File: config.mk
export PLATFORM = sky130hd
export DESIGN_NAME = ring_buffer_serial_drain_flat
export DESIGN_NICKNAME = d
export VERILOG_FILES = /design/src/rtl/ring_buffer_serial_drain_if.sv /design/src/rtl/ring_buffer_serial_drain.sv /design/src/flat_wrapper.sv
export SDC_FILE = /design/constraint.sdc
export NUM_CORES = 1
export LEC_CHECK = 0
export ABC_AREA = 0
export CORE_UTILIZATION = 44
export DETAILED_ROUTE_END_ITERATION = 8
export GPL_TIMING_DRIVEN = 0
export MAX_ROUTING_LAYER = met4
export PLACE_DENSITY_LB_ADDON = 0.3
export SETUP_SLACK_MARGIN = 0.15
export SLEW_MARGIN = 20
export SYNTH_ARGS = -nofsm -noshare
export SYNTH_HDL_FRONTEND = slang
export SYNTH_SLANG_ARGS = --single-unit
File: constraint.sdc
create_clock -name clk -period 4.95 [get_ports clk]
set_clock_uncertainty 0.2 [all_clocks]
set_input_delay 0.495 -clock clk [delete_from_list [all_inputs] [get_ports clk]]
set_output_delay 0.495 -clock clk [all_outputs]
set_load 0.03 [all_outputs]
File: src/rtl/ring_buffer_serial_drain_if.sv
// Read-port bundle between a RingBuffer instance and its serial drain.
// master = drain (issues pops), slave = RingBuffer (answers them).
interface ring_buffer_serial_drain_if #(
   parameter int DATA_WIDTH = 8
);
   // Handshake: readEnable is a one-cycle registered pop request. In the cycle after
   // the edge that sampled it, dataReadAck=1 with dataRead valid means a byte was
   // popped; dataReadAck=0 means nothing was popped. Only one request is in flight.
   logic                  readEnable;
   logic                  dataReadAck;
   logic [DATA_WIDTH-1:0] dataRead;
   logic [31:0]           bufferLength;

   modport master (
      output readEnable,
      input  dataReadAck,
      input  dataRead,
      input  bufferLength
   );

   modport slave (
      input  readEnable,
      output dataReadAck,
      output dataRead,
      output bufferLength
   );
endinterface

File: src/rtl/ring_buffer_serial_drain.sv
// Pops bytes from a RingBuffer and shifts each out as a start/data(LSB first)/stop frame.
// Optional even-parity bit between data and stop is enabled by defining RING_DRAIN_PARITY_EN.
module ring_buffer_serial_drain #(
   parameter int DATA_WIDTH   = 8,
   parameter int CLKS_PER_BIT = 4
) (
   input  logic                              clk,
   input  logic                              reset,
   input  logic                              txEnable,
   ring_buffer_serial_drain_if.master        rb,
   output logic                              txLine,
   output logic                              busy,
   output logic [31:0]                       bytesSent,
   output logic [2:0]                        state_dbg
);

   localparam int              BW       = (DATA_WIDTH > 1) ? $clog2(DATA_WIDTH) : 1;
   localparam logic [15:0]     CLK_LAST = 16'(CLKS_PER_BIT - 1);
   localparam logic [BW-1:0]   BIT_LAST = BW'(DATA_WIDTH - 1);

   typedef enum logic [2:0] {
      IDLE     = 3'd0,
      REQ      = 3'd1,
      WAIT_ACK = 3'd2,
      START    = 3'd3,
      DATA     = 3'd4,
`ifdef RING_DRAIN_PARITY_EN
      PARITY   = 3'd5,
`endif
      STOP     = 3'd6
   } state_e;

   state_e                state_q, state_d;
   logic [15:0]           clk_cnt_q, clk_cnt_d;
   logic [BW-1:0]         bit_cnt_q, bit_cnt_d;
   logic [DATA_WIDTH-1:0] shift_q, shift_d;
   logic                  read_en_q, read_en_d;
   logic                  tx_q, tx_d;
   logic [31:0]           sent_q, sent_d;
`ifdef RING_DRAIN_PARITY_EN
   logic                  parity_q, parity_d;
`endif

   logic bit_done;
   logic can_start;

   assign bit_done  = (clk_cnt_q == CLK_LAST);
   assign can_start = txEnable && (rb.bufferLength != 32'd0);

   always_ff @(posedge clk) begin
      if (reset) begin
         state_q   <= IDLE;
         clk_cnt_q <= '0;
         bit_cnt_q <= '0;
         shift_q   <= '0;
         read_en_q <= 1'b0;
         tx_q      <= 1'b1;
         sent_q    <= '0;
`ifdef RING_DRAIN_PARITY_EN
         parity_q  <= 1'b0;
`endif
      end else begin
         state_q   <= state_d;
         clk_cnt_q <= clk_cnt_d;
         bit_cnt_q <= bit_cnt_d;
         shift_q   <= shift_d;
         read_en_q <= read_en_d;
         tx_q      <= tx_d;
         sent_q    <= sent_d;
`ifdef RING_DRAIN_PARITY_EN
         parity_q  <= parity_d;
`endif
      end
   end

   always_comb begin
      state_d   = state_q;
      clk_cnt_d = clk_cnt_q;
      bit_cnt_d = bit_cnt_q;
      shift_d   = shift_q;
      sent_d    = sent_q;
`ifdef RING_DRAIN_PARITY_EN
      parity_d  = parity_q;
`endif

      case (state_q)
         IDLE: begin
            if (can_start) begin
               state_d = REQ;
            end
         end

         REQ: begin
            state_d = WAIT_ACK;
         end

         // No ack means the occupancy we acted on was stale; nothing was popped.
         WAIT_ACK: begin
            clk_cnt_d = '0;
            bit_cnt_d = '0;
            if (rb.dataReadAck) begin
               shift_d = rb.dataRead;
`ifdef RING_DRAIN_PARITY_EN
               parity_d = ^rb.dataRead;
`endif
               state_d = START;
            end else begin
               state_d = IDLE;
            end
         end

         START: begin
            if (bit_done) begin
               clk_cnt_d = '0;
               state_d   = DATA;
            end else begin
               clk_cnt_d = clk_cnt_q + 16'd1;
            end
         end

         DATA: begin
            if (bit_done) begin
               clk_cnt_d = '0;
               shift_d   = shift_q >> 1;
               if (bit_cnt_q == BIT_LAST) begin
                  bit_cnt_d = '0;
`ifdef RING_DRAIN_PARITY_EN
                  state_d   = PARITY;
`else
                  state_d   = STOP;
`endif
               end else begin
                  bit_cnt_d = bit_cnt_q + BW'(1);
               end
            end else begin
               clk_cnt_d = clk_cnt_q + 16'd1;
            end
         end

`ifdef RING_DRAIN_PARITY_EN
         PARITY: begin
            if (bit_done) begin
               clk_cnt_d = '0;
               state_d   = STOP;
            end else begin
               clk_cnt_d = clk_cnt_q + 16'd1;
            end
         end
`endif

         // Chaining straight into REQ gives the fixed two idle-high cycles between frames.
         STOP: begin
            if (bit_done) begin
               clk_cnt_d = '0;
               sent_d    = sent_q + 32'd1;
               state_d   = can_start ? REQ : IDLE;
            end else begin
               clk_cnt_d = clk_cnt_q + 16'd1;
            end
         end

         default: begin
            state_d = IDLE;
         end
      endcase
   end

   // Outputs are registered from the next state so txLine/readEnable have no input path.
   always_comb begin
      read_en_d = (state_d == REQ);
      tx_d      = 1'b1;
      case (state_d)
         START:   tx_d = 1'b0;
         DATA:    tx_d = shift_d[0];
`ifdef RING_DRAIN_PARITY_EN
         PARITY:  tx_d = parity_d;
`endif
         default: tx_d = 1'b1;
      endcase
   end

   assign rb.readEnable = read_en_q;
   assign txLine        = tx_q;
   assign busy          = (state_q != IDLE);
   assign bytesSent     = sent_q;
   assign state_dbg     = state_q;

endmodule

File: src/flat_wrapper.sv
// flat-port wrapper written by rule: the top's interface ports become plain ports
module ring_buffer_serial_drain_flat 
#(
   parameter int DATA_WIDTH   = 8,
   parameter int CLKS_PER_BIT = 4
)
  (clk, reset, txEnable, txLine, busy, bytesSent, state_dbg, rb_readEnable, rb_dataReadAck, rb_dataRead, rb_bufferLength);
  ring_buffer_serial_drain_if #(.DATA_WIDTH(DATA_WIDTH)) rb_i ();
  input  logic clk;
  input  logic reset;
  input  logic txEnable;
  output logic txLine;
  output logic busy;
  output logic [31:0] bytesSent;
  output logic [2:0] state_dbg;
  output wire logic [$bits(rb_i.readEnable)-1:0] rb_readEnable;
  input wire logic [$bits(rb_i.dataReadAck)-1:0] rb_dataReadAck;
  input wire logic [$bits(rb_i.dataRead)-1:0] rb_dataRead;
  input wire logic [$bits(rb_i.bufferLength)-1:0] rb_bufferLength;
  assign rb_readEnable = rb_i.readEnable;
  assign rb_i.dataReadAck = rb_dataReadAck;
  assign rb_i.dataRead = rb_dataRead;
  assign rb_i.bufferLength = rb_bufferLength;
  ring_buffer_serial_drain #(.DATA_WIDTH(DATA_WIDTH), .CLKS_PER_BIT(CLKS_PER_BIT)) u_core (.clk(clk), .reset(reset), .txEnable(txEnable), .rb(rb_i), .txLine(txLine), .busy(busy), .bytesSent(bytesSent), .state_dbg(state_dbg));
endmodule
==> results of run 1 <==
-- how the worst max path moves through the flow --
stage               cells past startpoint  slack (ns)                              end                             start
finish                                  7        2.26  u_core.rb.readEnable$_SDFF_PP0_  u_core.clk_cnt_q[0]$_SDFFE_PP0P_
global route                            7        1.95  u_core.rb.readEnable$_SDFF_PP0_  u_core.clk_cnt_q[0]$_SDFFE_PP0P_
CTS                                     7        2.27  u_core.rb.readEnable$_SDFF_PP0_  u_core.clk_cnt_q[0]$_SDFFE_PP0P_
detailed placement                      7        2.12         u_core.txLine$_SDFF_PP1_                    rb_dataReadAck
global placement                        7        2.16         u_core.txLine$_SDFF_PP1_                    rb_dataReadAck
floorplan                               7        2.61         u_core.txLine$_SDFF_PP1_    u_core.state_dbg[1]$_SDFF_PP0_
-- report_power, final --
part	switching [mW]	internal (mW)
clock network	0.198	0.297
logic	0.0395	0.0460
registers	0.00402	0.519
-- flip-flops by register name (all words and copies together) (netlist names) --
signal	count
u_core.bit_cnt_q	3
u_core.bytesSent	32
u_core.clk_cnt_q	16
u_core.rb.readEnable	1
u_core.shift_q	8
u_core.state_dbg	3
u_core.txLine	1
-- cell families after synthesis --
family / share of synthesized area [%]
AO/OA/AOI/OAI: 8.402
XOR/XNOR: 12.40
adder cells (fa/ha/maj): 1.648
buffers and inverters: 2.389
flip-flops: 42.17
multiplexers: 0.3706
AND/OR/NAND/NOR: 32.62
-- layout make-up --
class,instances,area share (%)
Multi-Input combinational cell,273,40.49
Sequential cell,64,30.81
Timing Repair Buffer,81,19.49
Clock buffer,13,3.580
Tap cell,77,2.316
Clock inverter,3,1.564
Buffer,10,1.023
Inverter,8,0.7220
-- worst min-delay path: stages, from the launching register on --
cell	delay [ns]
dfxtp_1	0.32
nand2_1	0.05
a21oi_1	0.05
-- layer usage --
metal  wire length (um)  share of wire, %  vias to the layer above
met3                376               5.1                       13
li1                   -                 -                     1451
met1               3111                42                     1341
met5                  0                 0                        -
met4                144               2.0                        0
met2               3721                51                       92
-- synthesized netlist by cell type (4+ instances only) --
master / instances / area share [%]
ha_1: 4 / 1.6
xor2_1: 26 / 7.5
nor3_1: 9 / 1.5
a22oi_1: 6 / 1.5
nand2_1: 33 / 4.1
inv_1: 8 / 0.99
nand4_1: 15 / 3.1
xnor2_1: 17 / 4.9
dfxtp_1: 64 / 42
nand3_1: 17 / 2.8
nor4_1: 14 / 2.9
clkbuf_1: 8 / 0.99
o21ai_0: 4 / 0.66
a21oi_1: 18 / 3.0
and4_1: 7 / 2.0
nor2_1: 60 / 7.4
and3_1: 6 / 1.2
==> summary.txt, run 1 <==
Status -> finished clean
Initial antenna violation count -> 0
Global route total overflow -> 0
Hold Path Depth -> 2
1st-iter DRT viols -> 120
Final Setup Violations -> 0
Largest net degree at the start of global routing -> 11
Placed cell areas -> 3945 sq um
FF-to-FF End -> u_core.rb.readEnable$_SDFF_PP0_
Post-DP HPWL -> 5.523 mm
Total track usage -> 22.62%
CP arrival -> 2.72 ns
Vias in the first global route -> 2767
Layout area overhead -> 36.90%
Synthesized Nets -> 403
Vias per cell -> 5.476
Routed Antenna Nets -> 0
Worst slack, placed -> 2.120 ns
Setup crit end kind -> register
Worst hold margin -> 0.2596 ns
I/O Buffers -> 81
WL final -> 7.354 mm
FFs w/ async S/R, synth -> 0%
Die Y -> 85.09 um
CTS Buffer Depth -> 2
Required time at the worst-slack endpoint -> 4.98 ns
Final hold violations -> 0
Min-Delay Path Class -> reg -> reg
Post-CTS Setup Bufs -> 0
MaxCap Viol Count -> 0
Number of synthesized flops with an enable pin -> 0
CP Class -> reg -> reg
Max stage delay on crit path -> 0.46 ns
Worst path cell trace -> ha_1, nor4b_2, nand4_1, nor2_1, o221a_2, nor2_1, nor4_1
Multi-input gate area in the final layout -> 1684 sq um
FP Rows -> 29
Max-slew headroom -> 53.26%
Storage cell area -> 1281 sq um
Static Leak -> 1.436 nW
Achievable clock frequency -> 371.8 MHz
Final setup margin -> 2.260 ns
WP buf/inv -> 0
Worst path most repeated cell -> nor2_1
Post-CTS sizing -> 0
GP Congestion -> 0.8559
FF+latch count, synth -> 64
H-tree levels -> 3
Area of the core -> 6495 sq um
Finished layout cell area -> 4159 sq um
Clock-pin slew on the worst setup and hold paths -> 0.07 ns
Critical path launch point type -> register
DRC -> 0
Non-filler instance count after layout -> 529
Mapped Area -> 3038 sq um
Yosys Warn Count -> 0
Most frequent cells in the layout -> clkdlybuf4s50_1 (81), dfxtp_1 (64), nor2_1 (60)
Min-delay src -> u_core.bit_cnt_q[2]$_SDFFE_PP0P_
Clk sinks -> 64
Clk Latency, worst-skew pair -> 0.35 ns
Crit path max-delay family -> simple AND/OR/NAND/NOR gates
Period utilization -> 54.34%
GR peak layer -> met2
Gate count of the mapped netlist -> 355
Met3 Usage GRT -> 4.864%
Wire per inst -> 13.90 um
Die area -> 7240 sq um
Min Tclk post-route -> 2.690 ns
Fill cells -> 558
RSZ-0062 raised after global routing -> no
Power density cells -> 265.6 nW/um^2
CTS tree -> done
Number of library cell types mapped by synthesis -> 44
Ports -> 82
CTS Hold Bufs -> 0
Main synth FF type -> dfxtp_1
Worst-Margin Slew -> 0.6947 ns
Final Max Tran Viols -> 0
Setup_tns -> 0 ns
DR vias -> 2897
FF-to-FF path depth -> 7
First-pass GRT wire length -> 12.42 mm
Die width -> 85.09 um
Total iterations of the first detailed-routing run -> 4
Peak supply drop -> 126.3 uV
Num CTS Buffers -> 9
Initial Util -> 46.77%
Design Power -> 1.105 mW
Met2 Usage GRT -> 38.05%
RR Startpoint -> u_core.clk_cnt_q[0]$_SDFFE_PP0P_
Sequential-to-total area share from yosys stat -> 42.17%
Diode count -> 0
Dpl cells -> 513
Most common cell after layout, fill and taps aside -> clkdlybuf4s50_1
Post-layout util -> 64.03%
Met1 usage -> 25.33%
CP Max Fanout -> 6
Fin nets -> 495
Layout cells sized above 1 -> 6.195%
Reg-to-reg slack, setup -> 2.26 ns
Hold endpoint -> u_core.bit_cnt_q[2]$_SDFFE_PP0P_
CP max stage cell -> nor2_1
Root Buffer -> clkbuf_8
Synth Area per Inst -> 8.558 sq um
Note: power is estimated with default switching activity, not from simulation.
==> run 2: changes to the inputs <==
Clock period 4.95 ns to 2.55 ns, I/O delays scaled along.
==> summary.txt, run 2 (same netlist as run 1, synthesis figures left out) <==
I/O Buffers -> 81 (unchanged)
Setup crit end kind -> register (unchanged)
Post-layout util -> 66.88% (was 64.03%)
Die width -> 85.09 um (unchanged)
Total track usage -> 22.72% (was 22.62%)
DR vias -> 2949 (was 2897)
FF-to-FF path depth -> 7 (unchanged)
Hold Path Depth -> 2 (unchanged)
Num CTS Buffers -> 9 (unchanged)
Sw Ratio -> 22.30% (was 21.90%)
Largest net degree at the start of global routing -> 11 (unchanged)
Total iterations of the first detailed-routing run -> 5 (was 4)
Peak supply drop -> 252.3 uV (was 126.3 uV)
WL final -> 7.709 mm (was 7.354 mm)
Multi-input gate area in the final layout -> 1789 sq um (was 1684 sq um)
Storage cell area -> 1289 sq um (was 1281 sq um)
Min Tclk post-route -> 2.342 ns (was 2.690 ns)
Fin nets -> 504 (was 495)
Area of the core -> 6495 sq um (unchanged)
Fill cells -> 533 (was 558)
Initial Util -> 46.77% (unchanged)
Max reg flops -> 32 (unchanged)
Layout area overhead -> 43.00% (was 36.90%)
Vias per cell -> 5.481 (was 5.476)
Most common cell after layout, fill and taps aside -> clkdlybuf4s50_1 (unchanged)
CTS Hold Bufs -> 0 (unchanged)
Diode count -> 0 (unchanged)
CP Class -> reg -> reg (unchanged)
First-pass GRT wire length -> 12.48 mm (was 12.42 mm)
Max-slew headroom -> 48.64% (was 53.26%)
Achievable clock frequency -> 427.1 MHz (was 371.8 MHz)
Sw Pwr -> 481.4 uW (was 241.9 uW)
Comb power frac -> 7.9% (was 7.7%)
Design Power -> 2.158 mW (was 1.105 mW)
Die Y -> 85.09 um (unchanged)
GP Congestion -> 0.8559 (unchanged)
FF-to-FF End -> u_core.clk_cnt_q[14]$_SDFFE_PP0P_ (was u_core.rb.readEnable$_SDFF_PP0_)
Worst-Margin Slew -> 0.7634 ns (was 0.6947 ns)
Clk pwr share -> 45.0% (was 44.9%)
CP arrival -> 2.38 ns (was 2.72 ns)
Part of the power in registers -> 47.1% (was 47.4%)
Vias in the first global route -> 2756 (was 2767)
CP Max Fanout -> 9 (was 6)
Global route total overflow -> 0 (unchanged)
Critical path launch point type -> register (unchanged)
Status -> finished clean (unchanged)
Final Setup Violations -> 0 (unchanged)
Wire per inst -> 14.33 um (was 13.90 um)
Static Leak -> 1.535 nW (was 1.436 nW)
Post-DP HPWL -> 5.523 mm (unchanged)
CTS Buffer Depth -> 2 (unchanged)
Period utilization -> 91.83% (was 54.34%)
Internal power -> 1.677 mW (was 862.8 uW)
Layout cells sized above 1 -> 11.06% (was 6.195%)
RSZ-0062 raised after global routing -> yes (was no)
Ports -> 82 (unchanged)
RR Startpoint -> u_core.state_dbg[0]$_SDFF_PP0_ (was u_core.clk_cnt_q[0]$_SDFFE_PP0P_)
FP Rows -> 29 (unchanged)
Required time at the worst-slack endpoint -> 2.59 ns (was 4.98 ns)
Min-delay src -> u_core.shift_q[6]$_SDFFE_PP0P_ (was u_core.bit_cnt_q[2]$_SDFFE_PP0P_)
Die area -> 7240 sq um (unchanged)
Min-Delay Path Class -> reg -> reg (unchanged)
Power density cells -> 496.9 nW/um^2 (was 265.6 nW/um^2)
Hold endpoint -> u_core.shift_q[6]$_SDFFE_PP0P_ (was u_core.bit_cnt_q[2]$_SDFFE_PP0P_)
Clock-pin slew on the worst setup and hold paths -> 0.06 ns (was 0.07 ns)
Clk sinks -> 64 (unchanged)
Reg-to-reg slack, setup -> 0.21 ns (was 2.26 ns)
Clk Latency, worst-skew pair -> 0.36 ns (was 0.35 ns)
Worst slack, placed -> -0.09327 ns (was 2.120 ns)
1st-iter DRT viols -> 152 (was 120)
Final setup margin -> 0.2084 ns (was 2.260 ns)
Most frequent cells in the layout -> clkdlybuf4s50_1 (81), dfxtp_1 (62), nor2_1 (57) (was clkdlybuf4s50_1 (81), dfxtp_1 (64), nor2_1 (60))
CTS tree -> done (unchanged)
DRC -> 0 (unchanged)
Initial antenna violation count -> 0 (unchanged)
Root Buffer -> clkbuf_8 (unchanged)
Final hold violations -> 0 (unchanged)
Routed Antenna Nets -> 0 (unchanged)
MaxCap Viol Count -> 0 (unchanged)
Setup_tns -> 0 ns (unchanged)
H-tree levels -> 3 (unchanged)
Final Max Tran Viols -> 0 (unchanged)
-- run 2: worst max-delay path: stages, from the launching register on --
cell and delay (ns):
dfxtp_1 0.40, nand2b_1 0.18, clkbuf_1 0.27, a211oi_1 0.62, and2_1 0.25, nand3_1 0.10, xor2_1 0.16, nor2_1 0.05
-- run 2: area by class of cell --
class | count | share of cell area [%]
well taps | 77 | 2.218
clock buffers | 13 | 3.427
repair buffers | 90 | 20.22
multi-input cells | 273 | 41.19
flip-flops and latches | 64 | 29.67
plain buffers | 10 | 1.094
clock inverters | 3 | 1.498
inverters | 8 | 0.6912
-- run 2: worst max path at each step --
| stage | cells after the start | end | start |
|---|---|---|---|
| floorplan | 7 | u_core.txLine$_SDFF_PP1_ | u_core.state_dbg[1]$_SDFF_PP0_ |
| global placement | 7 | u_core.rb.readEnable$_SDFF_PP0_ | u_core.clk_cnt_q[0]$_SDFFE_PP0P_ |
| detailed placement | 7 | u_core.rb.readEnable$_SDFF_PP0_ | u_core.clk_cnt_q[0]$_SDFFE_PP0P_ |
| CTS | 7 | u_core.clk_cnt_q[15]$_SDFFE_PP0P_ | u_core.state_dbg[0]$_SDFF_PP0_ |
| global route | 7 | u_core.txLine$_SDFF_PP1_ | u_core.state_dbg[1]$_SDFF_PP0_ |
| finish | 7 | u_core.clk_cnt_q[14]$_SDFFE_PP0P_ | u_core.state_dbg[0]$_SDFF_PP0_ |
-- run 2: layer usage --
| metal | GRT usage (%) | routed length [um] | vias up |
|---|---|---|---|
| met5 | - | 0 | - |
| li1 | - | - | 1466 |
| met4 | 10.94 | 165 | 0 |
| met3 | 4.864 | 356 | 15 |
| met2 | 38.20 | 3902 | 92 |
| met1 | 25.70 | 3285 | 1376 |
-- run 2: power groups by stage --
stage	combinational, mW	clock, mW	sequential [mW]
4_1_cts	0.169	0.972	1.02
6_report	0.171	0.971	1.02
5_1_grt	0.186	1.02	1.02
3_3_place_gp	0.163	0	1.04
3_5_place_dp	0.165	0	1.04
2_1_floorplan	0.0584	0	1.05
-- run 2: what timing repair did --
action                     4_1_cts  5_1_grt
pin swaps                        2        2
setup endpoints to repair       26       23
setup buffers                    3        6
gates resized for setup         12       13
-- run 2: per-stage QoR --
stage	hold slack, ns	area [sq um]	std cells
2_1_floorplan	0.1909	3038	355
3_3_place_gp	0.2439	3945	513
3_5_place_dp	0.2482	3945	513
4_1_cts	0.2601	4232	532
5_1_grt	0.2789	4344	538
6_report	0.2624	4344	538
==> run 3: changes to the inputs <==
Settings changed: CAP_MARGIN from default to 20.
==> results of run 3 <==
Same layout as run 2: the final DEF is identical, and so are final timing and power.
